<file path="src/rtl/divider_16bit_seq.sv">
// Sequential unsigned restoring divider: one quotient bit per clock via a
// 17-bit trial subtraction, with a start/busy/done handshake.
module divider_16bit_seq #(
  parameter int WIDTH = 16
) (
  input  logic             clk,
  input  logic             reset,
  input  logic             start,
  input  logic [WIDTH-1:0] dividend,
  input  logic [WIDTH-1:0] divisor,
  output logic [WIDTH-1:0] quotient,
  output logic [WIDTH-1:0] remainder,
  output logic             busy,
  output logic             done,
  output logic             div_by_zero
);

  localparam int CNT_W = $clog2(WIDTH) + 1;

  typedef enum logic [1:0] {IDLE, RUN, DONE} state_t;

  state_t           state, state_nxt;
  logic [WIDTH-1:0] q_sh, r_reg, d_reg;
  logic [CNT_W-1:0] cnt;
  logic             accept, last_iter, no_borrow;
  logic [WIDTH:0]   trial, diff;
  logic [WIDTH-1:0] r_nxt, q_nxt;

  // Partial remainder plus inverted divisor with carry-in: T - D, bit WIDTH is the borrow.
  function automatic logic [WIDTH:0] trial_sub(input logic [WIDTH:0] t,
                                               input logic [WIDTH-1:0] d);
    return t + {1'b1, ~d} + {{WIDTH{1'b0}}, 1'b1};
  endfunction

  assign accept    = start && (state != RUN);
  assign last_iter = (cnt == CNT_W'(WIDTH - 1));
  assign trial     = {r_reg, q_sh[WIDTH-1]};
  assign diff      = trial_sub(trial, d_reg);
  assign no_borrow = ~diff[WIDTH];
  assign r_nxt     = no_borrow ? diff[WIDTH-1:0] : trial[WIDTH-1:0];
  assign q_nxt     = {q_sh[WIDTH-2:0], no_borrow};

  assign busy = (state == RUN);
  assign done = (state == DONE);

  always_ff @(posedge clk) begin
    if (reset) state <= IDLE;
    else       state <= state_nxt;
  end

  always_comb begin
    state_nxt = state;
    case (state)
      IDLE, DONE: begin
        if (accept) state_nxt = (divisor != '0) ? RUN : DONE;
        else        state_nxt = IDLE;
      end
      RUN:     if (last_iter) state_nxt = DONE;
      default: state_nxt = IDLE;
    endcase
  end

  // Results are written on the edge that enters DONE, so they are valid with the done pulse.
  always_ff @(posedge clk) begin
    if (reset) begin
      q_sh        <= '0;
      r_reg       <= '0;
      d_reg       <= '0;
      cnt         <= '0;
      quotient    <= '0;
      remainder   <= '0;
      div_by_zero <= 1'b0;
    end else if (accept) begin
      if (divisor != '0) begin
        q_sh  <= dividend;
        d_reg <= divisor;
        r_reg <= '0;
        cnt   <= '0;
      end else begin
        quotient    <= '1;
        remainder   <= dividend;
        div_by_zero <= 1'b1;
      end
    end else if (state == RUN) begin
      q_sh  <= q_nxt;
      r_reg <= r_nxt;
      cnt   <= cnt + CNT_W'(1);
      if (last_iter) begin
        quotient    <= q_nxt;
        remainder   <= r_nxt;
        div_by_zero <= 1'b0;
      end
    end
  end

endmodule

</file>
<file path="config.mk">
export PLATFORM = sky130hd
export DESIGN_NAME = divider_16bit_seq
export DESIGN_NICKNAME = d
export VERILOG_FILES = /design/src/rtl/divider_16bit_seq.sv
export SDC_FILE = /design/constraint.sdc
export NUM_CORES = 1
export LEC_CHECK = 0
export CAP_MARGIN = 40
export CORE_MARGIN = 3
export CORE_UTILIZATION = 58
export CTS_CLUSTER_SIZE = 16
export DETAILED_ROUTE_END_ITERATION = 7
export PLACE_DENSITY = 0.85
export SETUP_SLACK_MARGIN = 0.05
export SLEW_MARGIN = 30
export SYNTH_ARGS = -nofsm -noshare
export SYNTH_HDL_FRONTEND = slang
export SYNTH_SLANG_ARGS = --single-unit
</file>
<file path="constraint.sdc">
create_clock -name clk -period 6.6 [get_ports clk]
set_input_delay 1.32 -clock clk [delete_from_list [all_inputs] [get_ports clk]]
set_output_delay 1.32 -clock clk [all_outputs]
set_load 0.01 [all_outputs]
</file>
==> flow_summary_export.csv <==
group,metric,value,unit
run_status,outcome,"complete, no violations",
timing,setup_viol,0,
clock_network,htreeDepth,3,
critical_path,path_class,"reg2reg",
min_path,min_path_cells,2,
finish,layout-drive-gt1-share,11.6,%
critical_path,arrival,3.82,ns
logic_synthesis,yosysUniqueCellTypes,56,
global_route,grt_pass1_vias,3931,
floorplanning,core_area,0.00737,mm2
pwr,p_leak,1.98,nW
timing,maxSlewHeadroom,43.8,%
critical_path,crit_family,"compound AO/OA/AOI/OAI gates",
pwr,totalPowerFinal,2.52,mW
finish,syn2layout_area_growth,20.3,%
critical_path,rrSetupSlack,3.01,ns
placement,dp_hpwl,8160,um
clock_network,cts.clk_slew.worst_paths,0.10,ns
finish,final_cell_mix,"94 x nand2_1, 88 x dfxtp_1, 68 x clkdlybuf4s50_1, 49 x nor2_1, 41 x a21oi_1",
clock_network,cts-buffers-inserted,9,
logic_synthesis,yosysWarnings,0,
timing,max_freq,278,MHz
logic_synthesis,ys_seq_area_share,39.3,%
routing,dr.pass1.iters,5,
min_path,hp-class,"reg2reg",
timing,fin_skew,0.0128,ns
critical_path,r2r_end,"remainder[11]",
placement,place_inst,667,
placement,gp_congestion,0.875,
logic_synthesis,synthTopCellsByArea,"dfxtp_1 39%, nand2_1 7.9%, ha_1 5.0%",
critical_path,slowest_delay,0.70,ns
finish,diodes,0,
min_path,min-delay-start,"d_reg[9]",
clock_network,cts_hold_buf,0,
logic_synthesis,synth_compound_area_share,24.1,%
logic_synthesis,yosys.area_share.adder,5.47,%
logic_synthesis,syn_avg_cell_area,8.53,um2
logic_synthesis,synth_nets,579,
routing,drc,0,
logic_synthesis,ys_ff_latch,88,
floorplanning,die_h,93.9,um
clock_network,clk_latency,0.37,ns
logic_synthesis,syn_inst,525,
clock_network,clockRootBuffer,"clkbuf_8",
timing,fin_crit_sh,54.4,%
routing,postRouteAntennaNets,0,
timing,finalCriticalPeriod,3.59,ns
critical_path,endpoint_kind,"flop",
pwr,combPwrFrac,59.7,%
timing,worstMarginPinSlew,0.842,ns
critical_path,crit_buf_inv,1,
pwr,pwr-share-seq,25.6,%
floorplanning,design.die.area,0.00881,mm2
placement,port_buffers,69,
logic_synthesis,synthSimpleGateAreaFrac,18.9,%
critical_path,path_cells,"inv_1 -> ha_1 -> fa_1 -> nand2b_1 -> a211oi_2 -> o21ai_2 -> o31ai_4 -> xor2_4 -> mux2_2 -> o21ai_0 -> o22ai_1",
timing,timing.final.max_slew_violations,0,
timing,rsz0062_at_grt,"no",
logic_synthesis,synth_enable_flop_cells,0,
critical_path,worstReg2RegStart,"q_sh[15]",
pwr,netSwitchingFraction,44.7,%
logic_synthesis,synth_top_area_share,39.3,%
pwr,p_per_area,468,mW/mm2
clock_network,cts_resized,0,
clock_network,max-clock-path-buffers,2,
critical_path,slowest_stage,"xor2_4",
timing,tns,0,ns
routing,wire_per_inst,16.9,um
routing,vias,4151,
min_path,min_to,"d_reg[9]",
global_route,grt_pass1_wl,18800,um
critical_path,crit_fanout,24,
global_route,grt_max_degree,67,
routing,wl,11500,um
global_route,grt_use_total,26.6,%
timing,worst_hold_slack,0.463,ns
clock_network,cts_setup_buffers,0,
finish,mostFrequentLayoutCell,"nand2_1",
critical_path,critPathLaunchType,"flop",
pwr,irDropWorstVdd,0.527,mV
logic_synthesis,synth_async_sr_flop_share,0,%
finish,layoutNonFillerInstCount,684,
clock_network,clkSinkCount,88,
pwr,p_switching,1.13,mW
logic_synthesis,synth_top_family_by_area,"compound AO/OA/AOI/OAI gates",
logic_synthesis,synth.cell_area,0.00448,mm2
floorplanning,die_w,93.9,um
pwr,clock_power_share,14.7,%
logic_synthesis,synth_xor_area_share,2.96,%
clock_network,tritoncts,"built",
routing,via_per_inst,6.07,
floorplanning,start_util,60.8,%
floorplanning,num_io_pins,70,
finish,nets,634,
logic_synthesis,synthFlopType,"dfxtp_1",
timing,hold_violations,0,
global_route,antenna_found_initial,0,
critical_path,crit_required,6.83,ns
critical_path,rr_worst_depth,11,
routing,drt_iter0_markers,403,
floorplanning,rows,31,
pwr,intPower,1.39,mW
logic_synthesis,synth.area.mux_share,3.58,%
run,cap_viol_max_count,0,
global_route,grt_overflow,0,
logic_synthesis,yosysTopAreaCell,"dfxtp_1",
-- tightest hold or removal path, cell delays in order, from the launching register on --
cell and delay (ns):
dfxtp_1 0.32, nand2_1 0.05, a21oi_1 0.05
-- area by class of cell --
type                            count  area, um2
Multi-Input combinational cell    382       2470
Fill cell                         573       1980
Tap cell                           99        124
Timing Repair Buffer               76        753
Clock inverter                      7       73.8
Sequential cell                    88       1760
Clock buffer                        9        124
Inverter                           23       86.3
-- power by group through the flow --
stage | registers, mW | logic, mW | clock network, mW
2_1_floorplan | 0.638 | 1.29 | 0
3_3_place_gp | 0.653 | 1.41 | 0
3_5_place_dp | 0.655 | 1.46 | 0
4_1_cts | 0.643 | 1.48 | 0.375
5_1_grt | 0.651 | 1.64 | 0.397
6_report | 0.645 | 1.50 | 0.372
-- cell families (layout without fill, tap and decap cells) --
kind of cell / Yosys count / after routing
AOI/OAI and AO/OA: 143 / 143
muxes: 13 / 13
xor gates and xnor gates: 13 / 13
and+or+nand+nor: 194 / 194
buffers and inverters: 55 / 115
adders and majority gates: 19 / 19
DFF: 88 / 88
-- per-stage QoR --
stage	worst slack [ns]	utilization [%]	area (um2)
6_report	3.01	73.1	5390
5_1_grt	2.80	73.1	5390
4_1_cts	3.03	73.0	5380
3_5_place_dp	2.87	70.3	5180
3_3_place_gp	2.86	69.8	5150
2_1_floorplan	3.79	-	4480
-- synthesized netlist by cell type, types with 4 or more instances --
master    instances
buf_2             5
nand2_1          94
o221a_2          16
nor2_1           49
xnor2_1           5
dfxtp_1          88
nand2_2           5
a21oi_1          41
o21ai_0          16
mux2_4            5
inv_1            22
nand2b_1          9
mux2i_1           4
ha_1             18
a311oi_2          6
nor3_1            7
o22ai_1          11
o211ai_1          5
xor2_1            7
nand3_1           5
a211oi_1          6
nor2b_1           4
a311oi_1         17
a22oi_1           4
clkbuf_1         22
nor4_1            4
or3_1             5
-- routing by layer --
| layer | share of wire [%] | vias to the layer above | track usage (%) |
|---|---|---|---|
| li1 | - | 1988 | - |
| met1 | 42 | 1956 | 35.5 |
| met2 | 49 | 179 | 42.9 |
| met3 | 6.8 | 28 | 4.33 |
| met4 | 2.4 | 0 | 10.8 |
| met5 | 0 | - | 0 |
-- worst max path at each step --
stage	startpoint	end	slack (ns)	cells after the start
global placement	start	remainder[13]	2.86	7
detailed placement	divisor[10]	r_reg[4]	2.87	8
global route	q_sh[15]	remainder[10]	2.80	11
floorplan	q_sh[15]	remainder[12]	3.79	12
CTS	q_sh[15]	remainder[7]	3.03	11
finish	q_sh[15]	remainder[11]	3.01	11
No activity file was read; power rests on OpenSTA's default activity.
